**src/rtl/mdio_responder.sv**
```systemverilog
// mdio_responder: Clause-22 MDIO PHY-side frame decoder driving a 32x16 register port.
module mdio_responder #(
  parameter logic [4:0] PHY_ADDR = 5'd1
) (
  input  logic        CLK,
  input  logic        RESET,
  input  logic        MDC,
  input  logic        MDIO_IN,
  output logic        MDIO_OUT,
  output logic        MDIO_OE,
  output logic [4:0]  REG_ADDR,
  output logic [15:0] WR_DATA,
  output logic        WR_STB,
  output logic        RD_STB,
  input  logic [15:0] RD_DATA,
  output logic        BUSY
);
  typedef enum logic [2:0] {IDLE, ST1, HDR, SKIP, WTA, WDAT, RTA, RDAT} state_t;
  state_t state, state_n;
  logic [4:0] cnt, cnt_n, reg_n;
  logic [15:0] sh, sh_n, wd_n;
  logic mdc_q, out_n, oe_n, wr_n, rd_n;
  logic rise, fall, last;
  logic [11:0] hdr;
  assign rise = MDC & ~mdc_q;
  assign fall = ~MDC & mdc_q;
  assign hdr = {sh[10:0], MDIO_IN};
  assign last = cnt == 5'd31;
  assign BUSY = state != IDLE;
  // cnt holds the number of rises consumed in the current frame
  always_comb begin
    state_n = state;
    cnt_n = cnt;
    sh_n = sh;
    out_n = MDIO_OUT;
    oe_n = MDIO_OE;
    reg_n = REG_ADDR;
    wd_n = WR_DATA;
    wr_n = 1'b0;
    rd_n = 1'b0;
    if (rise) begin
      cnt_n = cnt + 5'd1;
      case (state)
        IDLE: begin
          state_n = MDIO_IN ? IDLE : ST1;
          cnt_n = MDIO_IN ? 5'd0 : 5'd1;
        end
        ST1: begin
          state_n = MDIO_IN ? HDR : IDLE;
          cnt_n = MDIO_IN ? 5'd2 : 5'd0;
        end
        HDR: begin
          sh_n = {sh[14:0], MDIO_IN};
          if (cnt == 5'd13) begin
            reg_n = hdr[4:0];
            if (hdr[9:5] != PHY_ADDR || hdr[11] == hdr[10]) state_n = SKIP;
            else if (hdr[10]) state_n = WTA;
            else begin
              state_n = RTA;
              rd_n = 1'b1;
            end
          end
        end
        SKIP: if (last) begin
          state_n = IDLE;
          cnt_n = 5'd0;
        end
        WTA: state_n = cnt == 5'd15 ? WDAT : WTA;
        WDAT: begin
          sh_n = {sh[14:0], MDIO_IN};
          if (last) begin
            wd_n = {sh[14:0], MDIO_IN};
            wr_n = 1'b1;
            state_n = IDLE;
            cnt_n = 5'd0;
          end
        end
        RTA: state_n = RTA;
        RDAT: if (last) begin
          state_n = IDLE;
          cnt_n = 5'd0;
        end
        default: begin
          state_n = IDLE;
          cnt_n = 5'd0;
        end
      endcase
    end else if (fall) begin
      // TA2 fall loads read data; the fall after rise 32 (already IDLE) releases the line
      if (state == RTA && cnt == 5'd15) begin
        sh_n = RD_DATA;
        oe_n = 1'b1;
        out_n = 1'b0;
        state_n = RDAT;
      end else if (state == RDAT) begin
        out_n = sh[15];
        sh_n = {sh[14:0], 1'b0};
      end else if (state == IDLE) begin
        oe_n = 1'b0;
        out_n = 1'b0;
      end
    end
  end
  always_ff @(posedge CLK or posedge RESET) begin
    if (RESET) begin
      state <= IDLE;
      cnt <= 5'd0;
      sh <= 16'd0;
      mdc_q <= 1'b0;
      MDIO_OUT <= 1'b0;
      MDIO_OE <= 1'b0;
      REG_ADDR <= 5'd0;
      WR_DATA <= 16'd0;
      WR_STB <= 1'b0;
      RD_STB <= 1'b0;
    end else begin
      state <= state_n;
      cnt <= cnt_n;
      sh <= sh_n;
      mdc_q <= MDC;
      MDIO_OUT <= out_n;
      MDIO_OE <= oe_n;
      REG_ADDR <= reg_n;
      WR_DATA <= wd_n;
      WR_STB <= wr_n;
      RD_STB <= rd_n;
    end
  end
endmodule
```
**config.mk**
```make
export PLATFORM = sky130hd
export DESIGN_NAME = mdio_responder
export DESIGN_NICKNAME = d
export VERILOG_FILES = /design/src/rtl/mdio_responder.sv
export SDC_FILE = /design/constraint.sdc
export NUM_CORES = 1
export LEC_CHECK = 0
export ABC_AREA = 1
export BUFFER_PORTS_ARGS = -buffer_cell sky130_fd_sc_hd__buf_2
export CORE_MARGIN = 2
export CORE_UTILIZATION = 46
export CTS_CLUSTER_DIAMETER = 150
export DETAILED_ROUTE_END_ITERATION = 10
export HOLD_SLACK_MARGIN = 0.15
export PLACE_DENSITY = 0.72
export SLEW_MARGIN = 40
export SYNTH_ARGS = -nofsm -noshare
export SYNTH_HDL_FRONTEND = slang
export SYNTH_SLANG_ARGS = --single-unit
```
**constraint.sdc**
```tcl
create_clock -name CLK -period 5.1 [get_ports CLK]
set_input_delay 0.51 -clock CLK [delete_from_list [all_inputs] [get_ports CLK]]
set_output_delay 0.51 -clock CLK [all_outputs]
set_load 0.01 [all_outputs]
```
==> run metrics <==
Switching Fraction 36.6%; syn nets 313; Buf/Inv on CP 2; register area share after synthesis 52.5%; Area growth, synth to finish 13.7%; fin crit share 45.2%; asr flop ratio synth 100%; top-count cell post-synth nand2_1; Fin Setup TNS 0 ps; clock sink total 50; Max Cap Viol 0; post-CTS resize count 0; antenna violations before repair 0; Tightest Pin Transition 611 ps; layout cell share with drive strength beyond 1 19.0%; CP Max Fanout 32; H-tree depth 2; slowest stage cell, crit path nand3_2; Final Setup Violations 0; Clk pwr share 21.5%; DR iter-0 viols 124; CP cell instances ha_1 -> inv_1 -> nor2_1 -> ha_1 -> nand2_1 -> nor2_4 -> inv_2 -> nand3_2 -> nand3_2 -> nand2_1 -> o21ai_1; # hold bufs at CTS 0; CTS Buf Count 5; Clk Latency, worst-skew pair 310 ps; TritonCTS clock tree done; share of the synthesized area in the top cell type 52.5%; Via density 4.84; Root Buffer clkbuf_8; CP delay by family, top simple AND/OR/NAND/NOR gates; Switch Pwr 392 uW; Logic pwr share 27.6%; Post-synth EDFFs 0; GRT Total Usage 17.9%; nets 351; Worst VDD drop 0.000170 V; syn_area_per_cell 8.31 um^2; Synth area leaders dfrtp_1 (52%), nand2_1 (13%), o21ai_0 (9.0%); Pwr Density 396 nW/um^2; area of the core 5040 um^2; Most used DFF post-synth dfrtp_1; clock slew at reported path FFs 100 ps; # DRC 0; Tot Pwr 1070 uW; Max stage delay on crit path 490 ps; I/O pin count 46; DR WL/cell 12.1 um; FP Rows 26; sequential share of power 50.9%; Pint 681 uW; worst rel slew slack 59.2%; # Post-CTS Setup Buffers 0; vias post-DR 1,916; Startpoint Class flip-flop; leakage 0.00142 uW; number of iterations in the first detailed-routing pass 4; critical path required time 5280 ps; Worst Path Arrival 2490 ps; YS warnings 0; dpl hpwl 3290 um; # port buffers 45; Synth Cell Area 2380 um^2; die extent in y 76.0 um; Die W 76.0 um; Slew Limit Fails 0; most common library cells after synthesis nand2_1 (81), dfrtp_1 (50), o21ai_0 (43); CP endpoint kind flip-flop; RSZ-0062 raised after global routing no; minimum clock period 2310 ps; pin count of the biggest net entering global routing 51; Yosys cell types 23; ANT cells 0; CTS Buffer Depth 2; post-synthesis register bit count 50; RePlAce Congestion 0.883; Syn Inst Count 287; initial core utilization 47.3%; Hold Crit Class in -> async; first-pass GRT wire length 8310 um; outcome finished clean; DRT antenna net count 0; Peak Freq 434 MHz; Setup Skew 9.64 ps; Yosys top cell by area dfrtp_1; GRT overflow 0; vias in the first global route 1,848; die area 5770 um^2; Total Wirelength 4810 um; Worst Path Class, Setup reg -> reg; Final Hold Fails 0
-- flip-flops by register name, indices dropped and copies added, names as in the netlist --
| register | cells |
|---|---|
| RD_STB | 1 |
| state | 3 |
| WR_DATA | 16 |
| MDIO_OUT | 1 |
| cnt | 5 |
| mdc_q | 1 |
| REG_ADDR | 5 |
| MDIO_OE | 1 |
| sh | 16 |
| WR_STB | 1 |
-- stage by stage --
| step | worst slack (ps) | std cells | instance area (um^2) | hold WS [ps] | util (%) |
|---|---|---|---|---|---|
| after detailed placement | 2590 | 388 | 2620 | 468 | 52.0 |
| after global placement | 2680 | 388 | 2620 | 460 | 51.9 |
| final | 2790 | 396 | 2710 | 270 | 53.7 |
| after global routing | 2480 | 396 | 2710 | 312 | 53.7 |
| after CTS | 2740 | 396 | 2710 | 299 | 53.7 |
| after floorplan | 3390 | 287 | 2380 | 457 | - |
-- path summary, 6_finish.rpt --
check | start | endpoint | slack, ps | cells past startpoint
setup reg to reg | cnt[0]$_DFFE_PP0P_ | sh[6]$_DFFE_PP0P_ | 2790 | 11
hold / removal | RESET | WR_DATA[3]$_DFFE_PP0P_ | 270 | 2
hold reg to reg | REG_ADDR[3]$_DFFE_PP0P_ | REG_ADDR[3]$_DFFE_PP0P_ | 480 | 2
max in group asynchronous | RESET | cnt[3]$_DFFE_PP0P_ | 4420 | 2
setup / recovery | cnt[0]$_DFFE_PP0P_ | sh[6]$_DFFE_PP0P_ | 2790 | 11
min in group CLK | MDC | mdc_q$_DFF_PP0_ | 330 | 1
-- logic make-up (layout without fill, tap and decap cells) --
| group | after synthesis | count (layout) | synth area share [%] |
|---|---|---|---|
| fa+ha+maj | 6 | 6 | 3.15 |
| buf+inv | 49 | 88 | 8.77 |
| flops | 50 | 50 | 52.5 |
| compound gates | 66 | 66 | 14.2 |
| simple gates | 114 | 114 | 20.6 |
| xor+xnor | 2 | 2 | 0.735 |
-- per-layer routing --
metal  up-vias  share of wire (%)  global-route usage, %
li1        996                  -                      -
met1       863                 47                   24.0
met2        49                 45                   27.3
met3         8                6.1                   5.69
met4         0                1.6                   7.09
met5         -                  0                      0
-- power groups by stage --
| stage | Combinational, uW | Clock, uW | Sequential [uW] |
|---|---|---|---|
| global route | 349 | 255 | 557 |
| global placement | 291 | 0 | 550 |
| floorplan | 267 | 0 | 523 |
| detailed placement | 299 | 0 | 551 |
| CTS | 301 | 236 | 544 |
| finish | 297 | 231 | 546 |
-- layout by cell type, fill, tap and decap left out, types with 2 or more instances in the layout --
| master | count |
|---|---|
| a21oi_1 | 4 |
| buf_2 | 45 |
| clkbuf_8 | 5 |
| dfrtp_1 | 50 |
| ha_1 | 6 |
| inv_1 | 31 |
| inv_2 | 3 |
| nand2_1 | 80 |
| nand3_1 | 10 |
| nand3_2 | 2 |
| nand4_1 | 6 |
| nor2_1 | 11 |
| nor2_4 | 2 |
| o21ai_0 | 43 |
| o21ai_1 | 16 |
-- cell type report --
type                    count  area, um^2
clock inverters             2        13.8
well taps                  70        87.6
multi-input cells         188         926
flip-flops and latches     50        1250
fillers                   496        2330
repair buffers             45         225
inverters                  35         134
clock buffers               6        72.6
(Power assumes the default switching activity.)
